## src/rtl/flash_kickstart_pkg.sv

```systemverilog
// flash_kickstart_pkg
// Shared types and constants for the Kickstart flash command sequencer.
// Holds the request opcode enum, the sequencer state enum, the JEDEC
// unlock addresses and command bytes, and the command-table entry type
// produced by flash_cmd_rom and consumed by flash_cmd_sequencer.
// No ports (package).

package flash_kickstart_pkg;

   typedef enum logic [1:0] {
      OP_READ_RESET   = 2'd0,
      OP_PROGRAM      = 2'd1,
      OP_SECTOR_ERASE = 2'd2,
      OP_CHIP_ERASE   = 2'd3
   } op_t;

   typedef enum logic [3:0] {
      ST_IDLE,
      ST_WR_SETUP,
      ST_WR_PULSE,
      ST_WR_HOLD,
      ST_POLL_A,
      ST_POLL_B,
      ST_VERIFY,
      ST_DONE,
      ST_FAIL
   } state_t;

   localparam logic [18:0] UNLOCK_ADDR1 = 19'h00555;
   localparam logic [18:0] UNLOCK_ADDR2 = 19'h002AA;

   localparam logic [7:0] CMD_UNLOCK1      = 8'hAA;
   localparam logic [7:0] CMD_UNLOCK2      = 8'h55;
   localparam logic [7:0] CMD_PROGRAM      = 8'hA0;
   localparam logic [7:0] CMD_ERASE_SETUP  = 8'h80;
   localparam logic [7:0] CMD_SECTOR_ERASE = 8'h30;
   localparam logic [7:0] CMD_CHIP_ERASE   = 8'h10;
   localparam logic [7:0] CMD_READ_RESET   = 8'hF0;

   // Which address a command write goes to.
   typedef enum logic [1:0] {
      SEL_ZERO,
      SEL_UNLOCK1,
      SEL_UNLOCK2,
      SEL_REQ
   } addr_sel_t;

   // One row of the command table. use_req_data selects the captured
   // 16-bit program word instead of the zero-extended command byte.
   typedef struct packed {
      addr_sel_t   addr_sel;
      logic        use_req_data;
      logic [7:0]  data;
      logic        last;
   } cmd_entry_t;

endpackage

```

## src/rtl/flash_cmd_rom.sv

```systemverilog
// flash_cmd_rom
// Combinational command table: maps (operation, write index) to the
// address select, command byte and last-write flag for that write cycle.
// Ports:
//   op     in   operation being sequenced
//   idx    in   index of the current write cycle within the operation
//   entry  out  address select / data / last flag for that write

module flash_cmd_rom
   import flash_kickstart_pkg::*;
(
   input  op_t        op,
   input  logic [2:0] idx,
   output cmd_entry_t entry
);

   // The two unlock writes open every sequence except READ_RESET; erase
   // operations repeat them after the 0x80 setup byte.
   always_comb begin
      entry.addr_sel     = SEL_ZERO;
      entry.use_req_data = 1'b0;
      entry.data         = CMD_READ_RESET;
      entry.last         = 1'b1;
      case (op)
         OP_READ_RESET: begin
            entry.addr_sel = SEL_ZERO;
            entry.data     = CMD_READ_RESET;
            entry.last     = 1'b1;
         end
         OP_PROGRAM: begin
            entry.last = 1'b0;
            case (idx)
               3'd0: begin entry.addr_sel = SEL_UNLOCK1; entry.data = CMD_UNLOCK1; end
               3'd1: begin entry.addr_sel = SEL_UNLOCK2; entry.data = CMD_UNLOCK2; end
               3'd2: begin entry.addr_sel = SEL_UNLOCK1; entry.data = CMD_PROGRAM; end
               default: begin
                  entry.addr_sel     = SEL_REQ;
                  entry.use_req_data = 1'b1;
                  entry.last         = 1'b1;
               end
            endcase
         end
         OP_SECTOR_ERASE, OP_CHIP_ERASE: begin
            entry.last = 1'b0;
            case (idx)
               3'd0: begin entry.addr_sel = SEL_UNLOCK1; entry.data = CMD_UNLOCK1;     end
               3'd1: begin entry.addr_sel = SEL_UNLOCK2; entry.data = CMD_UNLOCK2;     end
               3'd2: begin entry.addr_sel = SEL_UNLOCK1; entry.data = CMD_ERASE_SETUP; end
               3'd3: begin entry.addr_sel = SEL_UNLOCK1; entry.data = CMD_UNLOCK1;     end
               3'd4: begin entry.addr_sel = SEL_UNLOCK2; entry.data = CMD_UNLOCK2;     end
               default: begin
                  entry.last = 1'b1;
                  if (op == OP_SECTOR_ERASE) begin
                     entry.addr_sel = SEL_REQ;
                     entry.data     = CMD_SECTOR_ERASE;
                  end else begin
                     entry.addr_sel = SEL_UNLOCK1;
                     entry.data     = CMD_CHIP_ERASE;
                  end
               end
            endcase
         end
         default: ;
      endcase
   end

endmodule

```

## src/rtl/flash_cmd_sequencer.sv

```systemverilog
// flash_cmd_sequencer
// Sequences JEDEC command cycles into the 16-bit Kickstart flash pair:
// unlock/command writes, then DQ6-toggle / DQ5 status polling until the
// operation completes, errors or times out. Drives the flash pins only
// while BUSY; in IDLE every flash pin sits at its inactive value.
// Optional build macro FLASH_KICKSTART_VERIFY_EN: after a successful
// PROGRAM poll, read the word back and compare it with the program data.
// Ports:
//   MB_CLK        in   motherboard clock, all logic on its rising edge
//   RESET         in   asynchronous active-low reset
//   REQ_VALID     in   request present
//   REQ_READY     out  high only in IDLE
//   REQ_OP        in   0=READ_RESET 1=PROGRAM 2=SECTOR_ERASE 3=CHIP_ERASE
//   REQ_ADDR      in   word / sector address
//   REQ_DATA      in   program data
//   BUSY          out  operation in progress
//   DONE          out  one-cycle success pulse
//   ERROR         out  one-cycle failure pulse (DQ5, timeout, verify)
//   FLASH_ADDR    out  flash word address
//   FLASH_DQ_OUT  out  flash write data
//   FLASH_DQ_OE   out  drive FLASH_DQ_OUT onto the flash bus
//   FLASH_DQ_IN   in   flash read data
//   FLASH_WE_N    out  write strobe, active low
//   FLASH_OE_N    out  output enable, active low

module flash_cmd_sequencer
   import flash_kickstart_pkg::*;
#(
   parameter int WE_CYCLES = 2,
   parameter int RD_CYCLES = 2,
   parameter int TIMEOUT_W = 24
) (
   input  logic        MB_CLK,
   input  logic        RESET,
   input  logic        REQ_VALID,
   output logic        REQ_READY,
   input  logic [1:0]  REQ_OP,
   input  logic [18:0] REQ_ADDR,
   input  logic [15:0] REQ_DATA,
   output logic        BUSY,
   output logic        DONE,
   output logic        ERROR,
   output logic [18:0] FLASH_ADDR,
   output logic [15:0] FLASH_DQ_OUT,
   output logic        FLASH_DQ_OE,
   input  logic [15:0] FLASH_DQ_IN,
   output logic        FLASH_WE_N,
   output logic        FLASH_OE_N
);

   localparam logic [3:0] WE_LAST = 4'(WE_CYCLES - 1);
   localparam logic [3:0] RD_LAST = 4'(RD_CYCLES - 1);
   localparam logic [3:0] RD_GAP  = 4'(RD_CYCLES);

   state_t                 state, next_state;
   op_t                    op_q;
   logic [18:0]            addr_q;
   logic [15:0]            data_q;
   logic [2:0]             cmd_idx;
   logic [3:0]             phase_cnt;
   logic [TIMEOUT_W-1:0]   poll_cnt;
   logic                   confirm;
   logic                   dq6_a, dq6_b, dq5_b;
   logic                   toggle;
   cmd_entry_t             cmd;
   logic [18:0]            cmd_addr;
   logic [15:0]            cmd_data;

`ifdef FLASH_KICKSTART_VERIFY_EN
   logic [15:0]            verify_word;
`else
   logic                   unused_dq;
   assign unused_dq = ^{FLASH_DQ_IN[15:7], FLASH_DQ_IN[4:0]};
`endif

   flash_cmd_rom u_rom (
      .op    (op_q),
      .idx   (cmd_idx),
      .entry (cmd)
   );

   assign toggle = dq6_a ^ dq6_b;

   // Resolve the table's address select and data against the captured request.
   always_comb begin
      case (cmd.addr_sel)
         SEL_UNLOCK1: cmd_addr = UNLOCK_ADDR1;
         SEL_UNLOCK2: cmd_addr = UNLOCK_ADDR2;
         SEL_REQ:     cmd_addr = addr_q;
         default:     cmd_addr = '0;
      endcase
      cmd_data = cmd.use_req_data ? data_q : {8'h00, cmd.data};
   end

   // State register.
   always_ff @(posedge MB_CLK or negedge RESET) begin
      if (!RESET) state <= ST_IDLE;
      else        state <= next_state;
   end

   // Next-state logic. A poll pair is decided at the end of POLL_B's idle
   // gap, once both DQ6 samples are registered. A dq5 error only becomes a
   // failure if a further pair still toggles; the timeout counter already
   // counts the pair being decided, so all-ones means the budget is spent.
   always_comb begin
      next_state = state;
      case (state)
         ST_IDLE:     if (REQ_VALID) next_state = ST_WR_SETUP;
         ST_WR_SETUP: next_state = ST_WR_PULSE;
         ST_WR_PULSE: if (phase_cnt == WE_LAST) next_state = ST_WR_HOLD;
         ST_WR_HOLD: begin
            if (!cmd.last)                  next_state = ST_WR_SETUP;
            else if (op_q == OP_READ_RESET) next_state = ST_DONE;
            else                            next_state = ST_POLL_A;
         end
         ST_POLL_A:   if (phase_cnt == RD_GAP) next_state = ST_POLL_B;
         ST_POLL_B: begin
            if (phase_cnt == RD_GAP) begin
               if (!toggle) begin
`ifdef FLASH_KICKSTART_VERIFY_EN
                  next_state = (op_q == OP_PROGRAM) ? ST_VERIFY : ST_DONE;
`else
                  next_state = ST_DONE;
`endif
               end else if (confirm)   next_state = ST_FAIL;
               else if (dq5_b)         next_state = ST_POLL_A;
               else if (&poll_cnt)     next_state = ST_FAIL;
               else                    next_state = ST_POLL_A;
            end
         end
         ST_VERIFY: begin
`ifdef FLASH_KICKSTART_VERIFY_EN
            if (phase_cnt == RD_GAP)
               next_state = (verify_word == data_q) ? ST_DONE : ST_FAIL;
`else
            next_state = ST_IDLE;
`endif
         end
         ST_DONE:     next_state = ST_IDLE;
         ST_FAIL:     next_state = ST_IDLE;
         default:     next_state = ST_IDLE;
      endcase
   end

   // Datapath: request capture, phase/index/timeout counters and poll samples.
   // phase_cnt restarts on every state change so each state times itself.
   always_ff @(posedge MB_CLK or negedge RESET) begin
      if (!RESET) begin
         op_q      <= OP_READ_RESET;
         addr_q    <= '0;
         data_q    <= '0;
         cmd_idx   <= '0;
         phase_cnt <= '0;
         poll_cnt  <= '0;
         confirm   <= 1'b0;
         dq6_a     <= 1'b0;
         dq6_b     <= 1'b0;
         dq5_b     <= 1'b0;
`ifdef FLASH_KICKSTART_VERIFY_EN
         verify_word <= '0;
`endif
      end else begin
         if (state == ST_IDLE || next_state != state) phase_cnt <= '0;
         else                                         phase_cnt <= phase_cnt + 4'd1;

         if (state == ST_IDLE && REQ_VALID) begin
            op_q     <= op_t'(REQ_OP);
            addr_q   <= REQ_ADDR;
            data_q   <= REQ_DATA;
            cmd_idx  <= '0;
            poll_cnt <= '0;
            confirm  <= 1'b0;
         end

         if (state == ST_WR_HOLD && !cmd.last) cmd_idx <= cmd_idx + 3'd1;

         if (state == ST_POLL_A && phase_cnt == RD_LAST) dq6_a <= FLASH_DQ_IN[6];
         if (state == ST_POLL_B && phase_cnt == RD_LAST) begin
            dq6_b <= FLASH_DQ_IN[6];
            dq5_b <= FLASH_DQ_IN[5];
         end
`ifdef FLASH_KICKSTART_VERIFY_EN
         if (state == ST_VERIFY && phase_cnt == RD_LAST) verify_word <= FLASH_DQ_IN;
`endif

         if (state == ST_POLL_A && next_state == ST_POLL_B && !(&poll_cnt))
            poll_cnt <= poll_cnt + {{(TIMEOUT_W-1){1'b0}}, 1'b1};

         if (state == ST_POLL_B && next_state == ST_POLL_A && dq5_b && toggle)
            confirm <= 1'b1;
      end
   end

   // Outputs decode from state only, so an asynchronous reset returns every
   // pin to its inactive value immediately. Reads hold OE low for RD_CYCLES
   // and release it for the final gap cycle of each read state.
   always_comb begin
      REQ_READY    = (state == ST_IDLE);
      BUSY         = (state != ST_IDLE);
      DONE         = (state == ST_DONE);
      ERROR        = (state == ST_FAIL);
      FLASH_ADDR   = '0;
      FLASH_DQ_OUT = '0;
      FLASH_DQ_OE  = 1'b0;
      FLASH_WE_N   = 1'b1;
      FLASH_OE_N   = 1'b1;
      case (state)
         ST_WR_SETUP, ST_WR_PULSE, ST_WR_HOLD: begin
            FLASH_ADDR   = cmd_addr;
            FLASH_DQ_OUT = cmd_data;
            FLASH_DQ_OE  = 1'b1;
            FLASH_WE_N   = (state != ST_WR_PULSE);
         end
         ST_POLL_A, ST_POLL_B, ST_VERIFY: begin
            FLASH_ADDR = addr_q;
            FLASH_OE_N = (phase_cnt == RD_GAP);
         end
         default: ;
      endcase
   end

endmodule

```

## config.mk

```make
export PLATFORM = sky130hd
export DESIGN_NAME = flash_cmd_sequencer
export DESIGN_NICKNAME = d
export VERILOG_FILES = /design/src/rtl/flash_kickstart_pkg.sv /design/src/rtl/flash_cmd_rom.sv /design/src/rtl/flash_cmd_sequencer.sv
export SDC_FILE = /design/constraint.sdc
export NUM_CORES = 1
export LEC_CHECK = 0
export CORE_AREA = 2 2 98 119
export CTS_BUF_LIST = sky130_fd_sc_hd__clkbuf_2 sky130_fd_sc_hd__clkbuf_4 sky130_fd_sc_hd__clkbuf_8
export CTS_CLUSTER_SIZE = 28
export DETAILED_ROUTE_END_ITERATION = 8
export DIE_AREA = 0 0 100 121
export MAX_ROUTING_LAYER = met4
export PLACE_DENSITY_LB_ADDON = 0.15
export SLEW_MARGIN = 20
export SYNTH_ARGS = -nofsm -noshare
export SYNTH_HDL_FRONTEND = slang
export SYNTH_SLANG_ARGS = --single-unit
```

## constraint.sdc

```tcl
create_clock -name MB_CLK -period 5 [get_ports MB_CLK]
set_input_delay 1 -clock MB_CLK [delete_from_list [all_inputs] [get_ports MB_CLK]]
set_output_delay 1 -clock MB_CLK [all_outputs]
set_load 0.1 [all_outputs]
```

# Word level (Yosys, flattened, before mapping)
# Index checks and enable logic that the tools add are counted.
# word_totals
ff_bits	76
output_inout_bits	42
word_cells	104
# classes
n_addsub	3
n_eq_ne	24
muxes	36
bitwise	1
n_reduce_logical	29
# ops
operator	count
$pmux 19 s3	1
$mux 24	2
$pmux 8 s3	2
$pmux 19 s2	1
$mux 4	9
$mux 16	2
$pmux 9 s3	1
$add 24x1->24 const B	1
$eq 4x3->1 const B	6
$pmux 4 s6	1
$reduce_and 24->1	1
$eq 4x2->1 const B	3
$reduce_or 3->1	4
$logic_and 1x1->1	9
$mux 3	3
$eq 2x2->1 const B	4
$eq 4x1->1 const B	2
$mux 1	8
$pmux 2 s2	2
$reduce_or 2->1	4
$eq 3x2->1 const B	2
$mux 6	1
$pmux 2 s3	1
$reduce_bool 2->1	3
other kinds (17)	20

# Depth between registers and ports, before layout
# logic_depth
ltp_word	12
depth_mapped	10
mapped_depth_nobuf	7

# Cells and area by module
# A second synthesis with hierarchy kept.
# hier_totals
cells_unflattened	428
hier_area_um2	4414.2
# modules_own_cells
mod	n_inst	cells_each	area_each_um2	seq_area_each_um2
flash_cmd_sequencer	1	386	4165.2	1901.8
flash_cmd_rom	1	42	249.0	0.0

# Worst setup path before layout
# Ideal clock, no wire load.
# synth_timing
kind	flip-flop to output port
startpoint	reg cmd_idx[0]
endpoint	out FLASH_ADDR[0]
t_arrival_ps	3560
t_required_ps	4000
slack_ps	440
stages_incl_launch_ff	9
n_path_buf	1
cell_sequence	dfrtp_1 inv_1 ha_1 clkbuf_1 mux2i_1 o31ai_1 nand2_1 a21oi_1 o21ai_0
# synth_via
elab_chain_len	7
word_cells_on_any_way	16
cone_classes	eq/ne (7); mux (5); reduce/logical (4)
# synth_lines
item	line_no	text
start: declaration	flash_cmd_sequencer.sv:59	logic [2:0] cmd_idx;
start signal: assignment	flash_cmd_sequencer.sv:175	if (state == ST_WR_HOLD && !cmd.last) cmd_idx <= cmd_idx + 3'd1;
$eq 3x2->1, or another cell as far along	flash_cmd_rom.sv:32, flash_cmd_rom.sv:45	
$reduce_or 3->1 (no line) or $reduce_or 2->1 (tied branches)	-	
$pmux 2 s2, on equally long branches	flash_cmd_rom.sv:45, flash_cmd_rom.sv:32	
$pmux 2 s3 *	flash_cmd_rom.sv:24	case (op)
$eq 2x2->1 or $eq 2x1->1 (tied branches)	flash_cmd_sequencer.sv:86	case (cmd.addr_sel)
$pmux 19 s3 *	flash_cmd_sequencer.sv:86	
$pmux 19 s2 *	flash_cmd_sequencer.sv:207	case (state)
end: declaration	flash_cmd_sequencer.sv:43	output logic [18:0] FLASH_ADDR,
# Every way passes the cells marked *; elsewhere a longest branch is shown, timed or not.

# Final worst setup path
# layout_timing
startpoint	reg cmd_idx[0]
endpoint	out FLASH_ADDR[1]
# Same word-level chain as after synthesis.

==> out/results.ini <==
[floorplan]
die_w_um = 100
std_cell_rows = 42
dieArea_um2 = 12100
core_area_um2 = 10900
io_pins = 98
dieHeight_um = 121
start_util = 0.396

[synthesis]
synth.distinct_cells = 64
ys_ff_latch = 76
syn_area_um2 = 4330
synth_edf_count = 0
synth_ff_type = dfrtp_1
syn_avg_cell_area_um2 = 8.38
ys_warn_count = 0
synthArstFlopShare = 1.00
synth-seq-area-share = 0.439
syn_inst = 517
syn-num-nets = 582

[route]
drt-initial-drc-count = 224
via_count = 3923
via_per_inst = 5.37
drtPass1Iterations = 4
drc_errors = 0
wl_per_cell_um = 15.1
ant_nets = 0
routed_wl_mm = 11.0

[sta]
setup_viol = 0
setup_tns_ns = 0
max_freq_mhz = 246
hold_violations = 0
finClkSkew_ns = 0.0119
min_period_ns = 4.06
worst_pin_slew_ns = 0.986
fin_crit_sh = 0.812
rsz0062_at_grt = false
relSlewSlack = 0.340
finalMaxSlewViolations = 0

[grt]
track_usage = 0.196
grt_pass1_wl_mm = 18.4
antenna_found_initial = 0
grt_max_degree = 77
grt_pass1_vias = 3879
grt-ovfl-total = 0

[worst_setup_path]
crit_arrival_ns = 3.06
required_ns = 4.00
start_kind = register
setup.worst_path.class = register to output port
worst_setup_path_end_kind = output port
cp_max_fo = 9

[finish]
fill_cells = 1079
layout-drive-gt1-share = 0.129
area_growth_pct = 23.9
nets = 659
n_antenna_cell = 0

[clocking]
clk_latency_ns = 0.36
cts_hold_buf = 0
clockRootBuffer = clkbuf_8
tritoncts = built
clock_sinks = 76
clockBufferDepth = 2
cts.clk_slew.worst_paths_ns = 0.08
cts-resized-gates = 0
cts_setup_buffers = 0
numCtsBuffers = 9
h-tree-depth = 3

[hold_path]
min_path_type = register to register

[flow_run]
drv_cap = 0

[place]
dp_hpwl_mm = 7.71
gp_congestion = 0.828
portBuffers = 83

[outcome]
status = finished, final reports clean

[cell usage in the layout (no fill, tap or decap), types with 3 or more instances in the layout]
master           Yosys  layout
nor3_1              18      18
nor4_1               3       3
a31oi_1              7       7
nor2_1              27      27
and2_1               9       9
mux2i_1              8       8
buf_4                0      40
ha_1                 9       9
nor3b_1              7       7
or3_1                7       7
mux2_2               4       4
inv_1               12      12
a211o_1              5       5
or2_2                4       4
o21a_1               8       8
and3_1               5       5
o31ai_1              6       6
nand2_1            156     156
nand4_1             11      11
nand3_1             15      15
o211ai_1             4       4
clkdlybuf4s50_1      0      47
nor2b_1              4       4
clkinvlp_4           0       3
o21ai_0             26      26
a21o_1              10      10
a21oi_1             10      10
clkbuf_8             0       9
dfrtp_1             76      76
[area by class of cell]
class / count / area (um2) / area share
clock buffer: 10 / 131 / 0.0245
clock inverter: 6 / 41.3 / 0.00770
inverter: 12 / 45.0 / 0.00840
multi-input combinational: 407 / 2280 / 0.425
sequential: 76 / 1900 / 0.354
tap: 132 / 165 / 0.0308
timing repair buffer: 88 / 798 / 0.149
[per-layer routing]
layer  vias up  share of wire  GRT usage  wire [um]
met5         -              0          -          0
met4         0         0.0094     0.0625        104
met2        83           0.49      0.322       5380
met3         7          0.052     0.0461        571
met1      1880           0.45      0.238       4980
li1       1953              -          -          -
[cell usage after synthesis, types with 3 or more instances]
library cell / number / area (um2)
nor2b_1: 4 / 25.0
o211ai_1: 4 / 30.0
and2_1: 9 / 56.3
and3_1: 5 / 31.3
clkbuf_1: 16 / 60.1
ha_1: 9 / 113
or3_1: 7 / 43.8
nand2_1: 156 / 586
nor4_1: 3 / 18.8
dfrtp_1: 76 / 1900
a211o_1: 5 / 43.8
nor3b_1: 7 / 52.6
mux2_2: 4 / 45.0
nand3_1: 15 / 75.1
buf_2: 3 / 15.0
nand4_1: 11 / 68.8
nor3_1: 18 / 90.1
a21o_1: 10 / 75.1
mux2i_1: 8 / 80.1
or2_2: 4 / 25.0
a21oi_1: 10 / 50.1
o31ai_1: 6 / 45.0
nor2_1: 27 / 101
o21a_1: 8 / 60.1
inv_1: 12 / 45.0
a31oi_1: 7 / 43.8
o21ai_0: 26 / 130
[flip-flops by register name, summed over array words and instances, names as in the netlist]
register   flops
poll_cnt      24
addr_q        19
data_q        16
phase_cnt      4
state          4
cmd_idx        3
op_q           2
confirm        1
dq5_b          1
dq6_a          1
dq6_b          1
[through the flow]
stage	area, um2	instances	hold slack [ns]	setup slack [ns]	util
2_1_floorplan	4330	517	0.437	0.440	-
3_3_place_gp	5160	714	0.449	1.41	0.473
3_5_place_dp	5160	714	0.456	1.35	0.473
4_1_cts	5340	730	0.477	0.929	0.488
5_1_grt	5370	731	0.497	0.711	0.491
6_report	5370	731	0.472	0.942	0.491
[cell families (layout without fill, tap and decap cells)]
family / Yosys count / after routing / synth area share
flip-flops: 76 / 76 / 0.439
multiplexers: 13 / 13 / 0.0324
AO/OA/AOI/OAI: 97 / 97 / 0.153
XOR/XNOR: 4 / 4 / 0.00809
buffers and inverters: 34 / 116 / 0.0338
AND/OR/NAND/NOR: 284 / 284 / 0.307
adder cells (fa/ha/maj): 9 / 9 / 0.0260
[critical path: stages, from the launching register on]
cell,delay [ns]
dfrtp_1,0.46
inv_1,0.10
ha_1,0.31
o21ba_2,0.25
o31ai_1,0.28
a2bb2oi_1,0.17
o21ai_0,0.62
a21o_1,0.22
buf_4,0.29
[path summary, 6_finish.rpt]
kind	from	endpoint	slack (ns)	cells past startpoint
max in group asynchronous	RESET	addr_q[8]$_DFFE_PN0P_	3.88	2
setup / recovery	cmd_idx[0]$_DFFE_PN0P_	FLASH_ADDR[1]	0.94	8
hold reg to reg	data_q[1]$_DFFE_PN0P_	data_q[1]$_DFFE_PN0P_	0.47	2
min in group asynchronous	RESET	poll_cnt[14]$_DFFE_PN0P_	0.52	1
hold / removal	data_q[1]$_DFFE_PN0P_	data_q[1]$_DFFE_PN0P_	0.47	2
setup reg to reg	phase_cnt[0]$_DFF_PN0_	poll_cnt[2]$_DFFE_PN0P_	2.10	7
Power is left out: the tool's default activity adds up to more than one toggle a clock period on the data nets, which glitch-free logic cannot reach.
